`config.mk`:
```
export PLATFORM = sky130hd
export DESIGN_NAME = fifo_ctrl
export DESIGN_NICKNAME = d
export VERILOG_FILES = /design/src/rtl/fifo_ctrl.sv
export SDC_FILE = /design/constraint.sdc
export NUM_CORES = 1
export LEC_CHECK = 0
export CAP_MARGIN = 10
export CELL_PAD_IN_SITES_DETAIL_PLACEMENT = 1
export CELL_PAD_IN_SITES_GLOBAL_PLACEMENT = 1
export CORE_MARGIN = 2
export CORE_UTILIZATION = 31
export CTS_CLUSTER_SIZE = 40
export DETAILED_ROUTE_END_ITERATION = 12
export PLACE_DENSITY = 0.86
export SETUP_SLACK_MARGIN = 0.1
export SYNTH_ARGS = -nofsm -noshare
export SYNTH_HDL_FRONTEND = slang
export SYNTH_SLANG_ARGS = --single-unit
```
`constraint.sdc`:
```
create_clock -name clk -period 2.5 [get_ports clk]
set_clock_uncertainty 0.05 [all_clocks]
set_input_delay 0.5 -clock clk [delete_from_list [all_inputs] [get_ports clk]]
set_output_delay 0.5 -clock clk [all_outputs]
set_load 0.02 [all_outputs]
```
`src/rtl/fifo_ctrl.sv`:
```
// Pointer/occupancy controller for a dual-address FIFO storage array.
// Optional almost-full/almost-empty flags are built only when FIFO_ALMOST_FLAGS_EN is defined.
module fifo_ctrl #(
    parameter int ADDR_WIDTH      = 3,
    parameter int ALMOST_FULL_TH  = 6,
    parameter int ALMOST_EMPTY_TH = 2
) (
    input  logic                  clk,
    input  logic                  reset_L,
    input  logic                  push,
    input  logic                  pop,
    output logic                  write_enable,
    output logic                  read_enable,
    output logic [ADDR_WIDTH-1:0] write_addr,
    output logic [ADDR_WIDTH-1:0] read_addr,
    output logic [ADDR_WIDTH:0]   fifo_count,
    output logic                  full,
    output logic                  empty,
    output logic                  almost_full,
    output logic                  almost_empty,
    output logic                  overflow_err,
    output logic                  underflow_err,
    output logic                  data_valid
);

    localparam logic [ADDR_WIDTH:0] DEPTH_C = {1'b1, {ADDR_WIDTH{1'b0}}};

    logic [ADDR_WIDTH-1:0] wr_ptr_q, wr_ptr_d;
    logic [ADDR_WIDTH-1:0] rd_ptr_q, rd_ptr_d;
    logic [ADDR_WIDTH:0]   count_q, count_d;
    logic                  overflow_q, overflow_d;
    logic                  underflow_q, underflow_d;
    logic                  valid_q, valid_d;

    assign full  = (count_q == DEPTH_C);
    assign empty = (count_q == '0);

    // Enables are gated by reset so the array never sees a write while reset is held.
    assign write_enable = reset_L & push & (~full | pop);
    assign read_enable  = reset_L & pop & ~empty;

    assign write_addr    = wr_ptr_q;
    assign read_addr     = rd_ptr_q;
    assign fifo_count    = count_q;
    assign overflow_err  = overflow_q;
    assign underflow_err = underflow_q;
    assign data_valid    = valid_q;

`ifdef FIFO_ALMOST_FLAGS_EN
    localparam logic [ADDR_WIDTH:0] AF_TH_C = ALMOST_FULL_TH[ADDR_WIDTH:0];
    localparam logic [ADDR_WIDTH:0] AE_TH_C = ALMOST_EMPTY_TH[ADDR_WIDTH:0];

    assign almost_full  = (count_q >= AF_TH_C);
    assign almost_empty = (count_q <= AE_TH_C);
`else
    assign almost_full  = 1'b0;
    assign almost_empty = 1'b0;
`endif

    always_comb begin
        wr_ptr_d    = wr_ptr_q;
        rd_ptr_d    = rd_ptr_q;
        count_d     = count_q;
        if (write_enable) begin
            wr_ptr_d = wr_ptr_q + 1'b1;
        end
        if (read_enable) begin
            rd_ptr_d = rd_ptr_q + 1'b1;
        end
        // Simultaneous accepted write and read leave occupancy unchanged.
        if (write_enable && !read_enable) begin
            count_d = count_q + 1'b1;
        end else if (read_enable && !write_enable) begin
            count_d = count_q - 1'b1;
        end
        overflow_d  = push & full & ~pop;
        underflow_d = pop & empty;
        valid_d     = read_enable;
    end

    always_ff @(posedge clk or negedge reset_L) begin
        if (!reset_L) begin
            wr_ptr_q    <= '0;
            rd_ptr_q    <= '0;
            count_q     <= '0;
            overflow_q  <= 1'b0;
            underflow_q <= 1'b0;
            valid_q     <= 1'b0;
        end else begin
            wr_ptr_q    <= wr_ptr_d;
            rd_ptr_q    <= rd_ptr_d;
            count_q     <= count_d;
            overflow_q  <= overflow_d;
            underflow_q <= underflow_d;
            valid_q     <= valid_d;
        end
    end

endmodule
```
==> summary.md <==
## Floorplanning
- 32.7% — initial core utilization
- 52.1 um — die outline width
- 17 — row count
- 2710 um^2 — die area
- 52.1 um — DIE HEIGHT
- 2190 um^2 — Placeable Area
- 23 — number of top-level pins

## Synth
- 45.5% — proportion of netlist area held by the largest area contributor
- dfrtp_1 — Primary FF master, synth
- 716 um^2 — Cell Area, Synth
- dfrtp_1 — most frequent cell after synthesis
- 30 — Unique masters post-synth
- 45.5% — share of synthesized area occupied by flip-flops and latches
- 13 — flip-flop and latch count after synthesis
- 0 — yosys synthesis warning count
- dfrtp_1 — cell type contributing the most total cell area after synthesis
- 60 — gate count after technology mapping
- 0 — number of flops mapped to enable cells by yosys
- 11.9 um^2 — syn avg cell area
- 13 x dfrtp_1, 5 x ha_1, 4 x inv_1, 4 x xnor2_1, 3 x nand2_1 — leading cell types by count after synthesis
- 100% — Async S/R FF share, synth
- dfrtp_1 45%, ha_1 8.7%, xnor2_1 4.9%, o211ai_4 3.0%, fa_1 2.8% — largest cells by area after synthesis

## Global route
- 17.4% — GR Util All Layers
- 715 — vias in the first global route
- 0 — total gr overflow
- 3300 um — global-route wire length before repair
- 9 — maximum number of pins on one net before global-route repair
- 0 — number of antenna violations at the first check in global routing

## Cells and area
- 116 — # nets final
- 402 um^2 — area of the multi-input gates
- 238 — Filler cells
- 1180 um^2 — post-route cell area
- 133 — final standard cell count with taps included and fillers excluded
- 328 um^2 — footprint of the flip-flops and latches
- 39.0% — share of final-layout standard cells stronger than drive strength 1
- 64.9% — area growth from synthesis to layout
- 0 — final antenna diode count

## Worst setup path
- or4b_4 -> o211ai_4 -> inv_4 -> ha_4 -> inv_4 -> ha_4 -> or4_4 -> o211ai_1 -> o211ai_1 — cell breakdown of the critical path
- simple AND/OR/NAND/NOR gates — top cell family by delay on the critical path
- or4b_4 — Slowest cell on crit path
- flop — type of element capturing the critical path
- 5 — CP Max Fanout
- flop — kind of launch point of the worst setup path
- 2.61 ns — worst path arrival time
- reg2reg — category of the critical setup timing path
- 2.61 ns — worst path required time
- 0.56 ns — delay of the slowest cell on the worst path
- 2 — worst path bufs/invs

## Clock network
- 13 — sink count of the clock tree
- 1 — maximum level of the CTS H-tree
- 0 — hold buffer count at CTS
- 3 — clock buffer count from CTS
- 2 — Max Root-Sink Buffers
- 0.28 ns — clock latency on the worst-skew pair
- clkbuf_4 — buffer cell driving the clock tree root
- built — TritonCTS clock tree
- 0.09 ns — clock-pin slew on the worst setup and hold paths

## Flow run
- 0 — Max-Cap Viols

## Timing
- 400 MHz — achievable clock frequency
- 0 — number of endpoints with negative hold slack in the final report
- 2.50 ns — final worst path period need
- 0 — final-report max-slew violation count
- 1 — setup violators final
- -0.00165 ns — post-route worst setup slack
- 100% — Final period util
- true — RSZ-0062 raised after global routing

## Placed design
- 0.872 — routability congestion estimate
- 1760 um — half-perimeter wire length after detailed placement
- 128 — # placed instances
- 20 — number of buffers inserted by port buffering
- 1140 um^2 — area post-placement

## Route
- 15.2 um — per-cell routed wire length
- 2020 um — final WL
- 0 — count of nets left with antenna violations after detail routing
- 0 — drt drc
- 3 — number of detailed-route iterations in the first pass
- 4.68 — vias per cell
- 622 — vias post-DR
- 2 — iteration-0 DRC count of the detailed router

## Run status
- setup timing — violated checks
- finished with violations — result of the run

## Power and ir drop
- 0.533 nW — leakage
- 1200 nW/um^2 — Pwr Density
- 0.578 mW — sw power
- 9.6% — Clk network pwr share
- 26.2% — sequential share of power
- 0.000592 V — peak supply drop
- 0.835 mW — internal power
- 40.9% — switching share of power
- 64.1% — combinational share of power

## Hold path
- reg2reg — worst min-delay path category

## power groups by stage
stage	clock (mW)	combinational (mW)	sequential [mW]
floorplan	0	0.320	0.526
global placement	0	0.851	0.363
detailed placement	0	0.903	0.378
CTS	0.138	0.919	0.373
global route	0.149	0.984	0.380
finish	0.136	0.906	0.370
## cells by family (layout without fill, tap and decap cells)
group	after synthesis	after routing	share of synthesized area (%)
AOI/OAI and AO/OA	8	8	9.96
muxes	4	4	6.64
and+or+nand+nor	15	15	13.8
other	1	2	0.524
DFF	13	13	45.5
xor gates and xnor gates	6	6	7.34
buffers and inverters	7	51	4.72
adders and majority gates	6	6	11.5
## worst register-to-register path, cell delays in order, from the launching register on
cell and delay, ns:
dfrtp_2 0.41, or4b_4 0.56, o211ai_4 0.21, inv_4 0.07
ha_4 0.18, inv_4 0.07, ha_4 0.21, or4_4 0.42
o211ai_1 0.10, o211ai_1 0.12
## flip-flops by register name, summed over array words and instances, names as in the netlist
signal / cells
fifo_count: 4
read_addr: 3
write_addr: 3
data_valid: 1
overflow_err: 1
underflow_err: 1
## cell type report
| class | count | share of cell area, % |
|---|---|---|
| well taps | 28 | 2.97 |
| clock inverters | 1 | 0.424 |
| inverters | 4 | 1.70 |
| repair buffers | 43 | 31.2 |
| multi-input cells | 41 | 34.0 |
| clock buffers | 3 | 1.91 |
| flip-flops and latches | 13 | 27.8 |
## cells in the final DEF (no fill, tap or decap), drive strengths merged, types with 2 or more instances in the layout
master and count:
nand2 3, inv 4, dfrtp 13, nor3b 2
a21oi 2, xnor2 4, clkbuf 3, o211ai 3
xor2 2, nand3 2, buf 25, clkdlybuf4s50 16
conb 2, ha 5, mux2 3
## layer usage
metal,track usage (%),wire [um],vias up
li1,-,-,302
met1,18.2,791,299
met2,32.5,1120,17
met3,3.74,91,4
met4,7.89,20,0
met5,0,0,-
## worst paths after layout
kind	from	end	slack [ns]	cells after the start
min in group asynchronous	reset_L	write_addr[0]$_DFFE_PN0P_	0.53	2
worst max-delay path	fifo_count[1]$_DFFE_PN0P_	fifo_count[3]$_DFFE_PN0P_	-0.002	9
max in group asynchronous	reset_L	fifo_count[0]$_DFFE_PN0P_	1.63	3
worst max register to register	fifo_count[1]$_DFFE_PN0P_	fifo_count[3]$_DFFE_PN0P_	-0.002	9
worst min-delay path	read_addr[2]$_DFFE_PN0P_	read_addr[2]$_DFFE_PN0P_	0.43	1
worst min register to register	read_addr[2]$_DFFE_PN0P_	read_addr[2]$_DFFE_PN0P_	0.43	1
## stage by stage
stage	TNS (ns)	util, %	hold slack, ns	worst slack [ns]	power, mW
3_5_place_dp	-0.440	52.1	0.417	-0.185	1.28
5_1_grt	-0.108	53.9	0.460	-0.0886	1.51
3_3_place_gp	-0.0948	52.1	0.406	-0.0406	1.21
4_1_cts	-0.0128	53.9	0.432	-0.0128	1.43
6_report	-0.00165	53.9	0.432	-0.00165	1.41
2_1_floorplan	-0.141	-	0.154	-0.136	0.846
## timing repair
action	4_1_cts	5_1_grt
endpoints found under the hold margin	0	0
gates cloned	0	0
endpoints found under the setup margin	6	5
gates resized for setup	9	3
setup buffers	1	0
pin swaps	3	0
Power figures use the tool's default switching activity.
